==> config.mk <==
export PLATFORM = sky130hd
export DESIGN_NAME = control_sequencer
export DESIGN_NICKNAME = d
export VERILOG_FILES = /design/src/rtl/control_sequencer.sv
export SDC_FILE = /design/constraint.sdc
export NUM_CORES = 1
export LEC_CHECK = 0
export ABC_AREA = 1
export BUFFER_PORTS_ARGS = -buffer_cell sky130_fd_sc_hd__buf_2
export CORE_ASPECT_RATIO = 1.75
export CORE_MARGIN = 4
export CORE_UTILIZATION = 46
export DETAILED_ROUTE_END_ITERATION = 10
export PLACE_DENSITY = 0.76
export SKIP_LAST_GASP = 1
export SLEW_MARGIN = 20
export SYNTH_ARGS = -nofsm -noshare
export SYNTH_HDL_FRONTEND = slang
export SYNTH_SLANG_ARGS = --single-unit
==> constraint.sdc <==
create_clock -name clk -period 1.2 [get_ports clk]
set_input_delay 0.18 -clock clk [delete_from_list [all_inputs] [get_ports clk]]
set_output_delay 0.18 -clock clk [all_outputs]
set_load 0.02 [all_outputs]
==> src/rtl/control_sequencer.sv <==
// Multi-cycle FETCH/DECODE/EXECUTE control sequencer for a 16-bit instruction set.
// Define IMEM_TIMEOUT_EN to halt with fault when a fetch is not acknowledged within TIMEOUT_CYC cycles.
module control_sequencer #(
    parameter int PC_W        = 8,  // must not exceed 16: branch targets come from ir[PC_W-1:0]
    parameter int TIMEOUT_CYC = 16
) (
    input  logic            clk,
    input  logic            rst_n,
    output logic            imem_req,
    output logic [PC_W-1:0] imem_addr,
    input  logic            imem_ack,
    input  logic [15:0]     imem_data,
    output logic [2:0]      rs,
    output logic [2:0]      rt,
    output logic [2:0]      rd,
    output logic [2:0]      alu_op,
    output logic [5:0]      immidiate,
    output logic            select_imm,
    output logic            reg_write,
    input  logic            carry,
    input  logic            overflow,
    input  logic            zero,
    output logic            halted,
    output logic            fault
);

    typedef enum logic [1:0] {FETCH, DECODE, EXECUTE, HALT} state_t;

    state_t          state;
    state_t          state_next;
    logic [PC_W-1:0] pc;
    logic [15:0]     ir;
    logic [2:0]      flags;  // {carry, overflow, zero}
    logic            alu_class;
    logic            halt_instr;
    logic            cond_met;
    logic            branch_taken;
    logic            fetch_timeout;

    assign alu_class    = ~ir[15];
    assign halt_instr   = (ir[15:14] == 2'b11) && ir[13];
    assign branch_taken = (ir[15:14] == 2'b10) && cond_met;

    assign alu_op     = ir[13:11];
    assign rd         = ir[10:8];
    assign rs         = ir[7:5];
    assign rt         = ir[4:2];
    assign immidiate  = ir[5:0];
    assign select_imm = (ir[15:14] == 2'b01);
    assign imem_addr  = pc;

    always_comb begin
        cond_met = 1'b0;
        case (ir[13:12])
            2'b00: cond_met = 1'b1;
            2'b01: cond_met = flags[0];
            2'b10: cond_met = flags[2];
            2'b11: cond_met = flags[1];
            default: cond_met = 1'b0;
        endcase
    end

`ifdef IMEM_TIMEOUT_EN
    localparam int WAIT_W = $clog2(TIMEOUT_CYC + 1);

    logic [WAIT_W-1:0] wait_cnt;

    assign fetch_timeout = (state == FETCH) && !imem_ack &&
                           (wait_cnt == WAIT_W'(TIMEOUT_CYC - 1));

    always_ff @(posedge clk or negedge rst_n) begin
        if (!rst_n) begin
            wait_cnt <= '0;
            fault    <= 1'b0;
        end else if (state == FETCH) begin
            if (imem_ack)
                wait_cnt <= '0;
            else if (fetch_timeout)
                fault <= 1'b1;
            else
                wait_cnt <= wait_cnt + 1'b1;
        end else if (state == EXECUTE) begin
            wait_cnt <= '0;
        end
    end
`else
    localparam int unused_timeout_cyc = TIMEOUT_CYC;

    assign fetch_timeout = 1'b0;
    assign fault         = 1'b0;
`endif

    always_ff @(posedge clk or negedge rst_n) begin
        if (!rst_n)
            state <= FETCH;
        else
            state <= state_next;
    end

    // NOTE: every output of this block gets a default first so no path can infer a latch.
    always_comb begin
        state_next = state;
        imem_req   = 1'b0;
        reg_write  = 1'b0;
        halted     = 1'b0;
        case (state)
            FETCH: begin
                // State already reads FETCH while reset is held; keep the bus quiet until release.
                imem_req = rst_n;
                if (imem_ack)
                    state_next = DECODE;
                else if (fetch_timeout)
                    state_next = HALT;
            end
            DECODE:  state_next = EXECUTE;
            EXECUTE: begin
                reg_write  = alu_class;
                state_next = halt_instr ? HALT : FETCH;
            end
            HALT:    halted = 1'b1;
            default: state_next = FETCH;
        endcase
    end

    // NOTE: registers use non-blocking assignments so every update sees pre-edge values,
    // which is what lets a branch test the flags as they stood before this EXECUTE.
    always_ff @(posedge clk or negedge rst_n) begin
        if (!rst_n) begin
            pc    <= '0;
            ir    <= '0;
            flags <= '0;
        end else begin
            if (state == FETCH && imem_ack)
                ir <= imem_data;
            if (state == EXECUTE) begin
                if (alu_class)
                    flags <= {carry, overflow, zero};
                pc <= branch_taken ? ir[PC_W-1:0] : pc + 1'b1;
            end
        end
    end

endmodule

==> results.sh <==
export IMPL_status="finished, violations left"
export IMPL_violations="negative setup slack"
export IMPL_core_um2=3470
export IMPL_tns_ns=-1.66
export IMPL_p_switching_mw=0.407
export IMPL_route_detailed_drc=0
export IMPL_dp_slack_ns=-0.0734
export IMPL_slew_viol_final=0
export IMPL_antenna_found_initial=0
export IMPL_syn_area_um2=1690
export IMPL_regArea_um2=732
export IMPL_critPathMaxFanout=4
export IMPL_finalSetupViolCount=26
export IMPL_postPlaceCellArea_um2=2000
export IMPL_min_delay_start="overflow"
export IMPL_grt_pass1_vias=1449
export IMPL_grt_setup_unrepaired="yes"
export IMPL_row_count=28
export IMPL_nFillCells=246
export IMPL_antenna_cells=0
export IMPL_drv_cap=0
export IMPL_seqPwrFrac_pct=53.9
export IMPL_p_clk_share_pct=41.8
export IMPL_worstPathArrival_ns=1.23
export IMPL_synth_edff_count=0
export IMPL_grt_max_degree=30
export IMPL_synth_area_leaders="dfrtp_1, nand2_1, buf_4, inv_1, ha_1"
export IMPL_h_tree_depth=2
export IMPL_num_vias=1535
export IMPL_ys_top_cells_by_count="nand2_1, dfrtp_1, inv_1, buf_4, nor2_1"
export IMPL_cp_end_kind="primary output"
export IMPL_layout_nets=298
export IMPL_cellPowerDensity_nw_per_um2=718
export IMPL_antenna_left=0
export IMPL_worst_r2r_cell_count=6
export IMPL_r2r_end="state[1]"
export IMPL_synth_ff_type="dfrtp_1"
export IMPL_multi_input_area_um2=943
export IMPL_rrSetupSlack_ns=-0.17
export IMPL_place_hpwl_um=2890
export IMPL_start_kind="flip-flop"
export IMPL_start_util_pct=48.7
export IMPL_final_area_um2=2530
export IMPL_avgRoutedWirePerCell_um=15.0
export IMPL_cts_tree="yes"
export IMPL_clockBufferDepth=2
export IMPL_drive_above_1_share_pct=56.5
export IMPL_synth_compound_area_share_pct=6.38
export IMPL_power_mw=1.82
export IMPL_chipHeight_um=88.1
export IMPL_syn_num_nets=229
export IMPL_utilization_pct=72.9
export IMPL_swShare_pct=22.4
export IMPL_hold_violations=0
export IMPL_yosysMostFrequentCell="nand2_1"
export IMPL_clkLatencyLatePin_ns=0.28
export IMPL_final_min_clock_period_ns=1.41
export IMPL_synthSimpleGateAreaFrac_pct=27.1
export IMPL_instances_no_fill=316
export IMPL_synth_top_area_share_pct=43.0
export IMPL_synthCells=201
export IMPL_ys_seq_area_share_pct=43.0
export IMPL_grt_usage_pct=18.7
export IMPL_synth_top_area_cell="dfrtp_1"
export IMPL_clkSinkCount=29
export IMPL_worst_hold_path_endpoint="flags[1]"
export IMPL_max_freq_ghz=0.708
export IMPL_root_buffer="clkbuf_8"
export IMPL_synth_avg_cell_area_um2=8.40
export IMPL_syn2layout_area_growth_pct=49.7
export IMPL_crit_type="flip-flop to primary output"
export IMPL_p_leak_nw=1.27
export IMPL_drt_iter0_drc=39
export IMPL_hold_depth=3
export IMPL_synth_xor_area_share_pct=0.519
export IMPL_cts_buffers=5
export IMPL_async_flop_share_pct=100
export IMPL_dieArea_um2=4740
export IMPL_ys_types=27
export IMPL_fin_crit_sh_pct=118
export IMPL_fin_skew_ns=0.00742
export IMPL_grt_pass1_wl_um=6410
export IMPL_io_pins=53
export IMPL_dp_cells=290
export IMPL_place_congestion=0.783
export IMPL_fp_dieW_um=53.8
export IMPL_yosys_area_share_adder_pct=4.45
export IMPL_overflow=0
export IMPL_combPwrFrac_pct=4.3
export IMPL_fin_ws_ns=-0.213
export IMPL_path_clk_slew_ns=0.06
export IMPL_hold_path_class="input pin to flip-flop"
export IMPL_p_int_mw=1.41
export IMPL_dr_pass1_iters=4
export IMPL_critPathRequiredTime_ns=1.02
export IMPL_ys_seq_elements=29
export IMPL_peakVddDrop_v=0.000841
export IMPL_muxShareOfSynthArea_pct=2.67
export IMPL_io_buffers=51
export IMPL_ys_warn_count=0
export IMPL_worst_hold_slack_ns=0.110
export IMPL_synth_top_family_by_area="simple AND/OR/NAND/NOR gates"
export IMPL_vias_per_cell=4.86
export IMPL_regToRegStartpoint="state[0]"
export IMPL_finalWirelength_um=4730
critical path: stages, from the launching register on:
cell and delay (ns):
dfrtp_1 0.40, inv_2 0.12, ha_4 0.21, nand2_2 0.06, inv_2 0.05, buf_6 0.11
worst max-delay path by stage:
stage | cells after the start | endpoint | start | slack [ns]
3_5_place_dp | 4 | ir[11] | state[0] | -0.07
4_1_cts | 5 | reg_write | state[0] | -0.22
6_report | 5 | imem_req | state[0] | -0.21
5_1_grt | 5 | reg_write | state[0] | -0.25
3_3_place_gp | 4 | ir[10] | state[1] | -0.03
2_1_floorplan | 6 | state[1] | state[1] | -0.04
power groups by stage:
| stage | combinational [mW] | sequential [mW] | clock, mW |
|---|---|---|---|
| global placement | 0.0614 | 0.996 | 0 |
| global route | 0.0884 | 0.977 | 0.815 |
| detailed placement | 0.0610 | 0.996 | 0 |
| floorplan | 0.00557 | 0.996 | 0 |
| finish | 0.0789 | 0.978 | 0.759 |
| CTS | 0.0645 | 0.978 | 0.777 |
flip-flops by register name, summed over array words and instances (netlist names):
name	count
flags	3
imem_addr	8
state	2
ir	16
kinds of logic (layout without fill, tap and decap cells):
logic type | count (synthesis) | count (layout)
other | 1 | 1
adders and majority gates | 6 | 6
and+or+nand+nor | 92 | 93
muxes | 4 | 4
AOI/OAI and AO/OA | 19 | 19
buffers and inverters | 49 | 118
DFF | 29 | 29
xor gates and xnor gates | 1 | 1
what timing repair did:
item,CTS,global route
hold endpoints to repair,29,0
gates cloned,0,5
hold buffers,1,0
endpoints found under the setup margin,25,33
buffers inserted,5,7
resized for setup,17,53
pin swaps,5,6
per-layer routing:
metal,vias to the layer above,part of all wire [%],GRT usage (%)
met2,48,59,32.6
met1,715,33,19.5
met4,0,3.3,10.5
met5,-,0,0
met3,15,4.4,4.60
li1,757,-,-
area by class of cell:
| cell class | count | share of cell area (%) |
|---|---|---|
| Tap cell | 45 | 2.23 |
| Sequential cell | 29 | 29.0 |
| Clock inverter | 2 | 0.396 |
| Multi-Input combinational cell | 124 | 37.3 |
| Timing Repair Buffer | 83 | 24.1 |
| Inverter | 27 | 4.11 |
| Clock buffer | 6 | 2.87 |
cells in the final DEF (no fill, tap or decap), types with 6 or more instances in the layout:
master,synthesis,routed
dfrtp_1,29,24
buf_6,1,11
a21oi_1,12,6
inv_2,3,8
nand4_1,9,9
nand3_2,2,7
nand2_1,42,40
buf_4,19,20
inv_1,24,18
nor2_4,0,11
buf_2,2,47
a21oi_2,0,6
No activity file was read; power rests on OpenSTA's default activity.
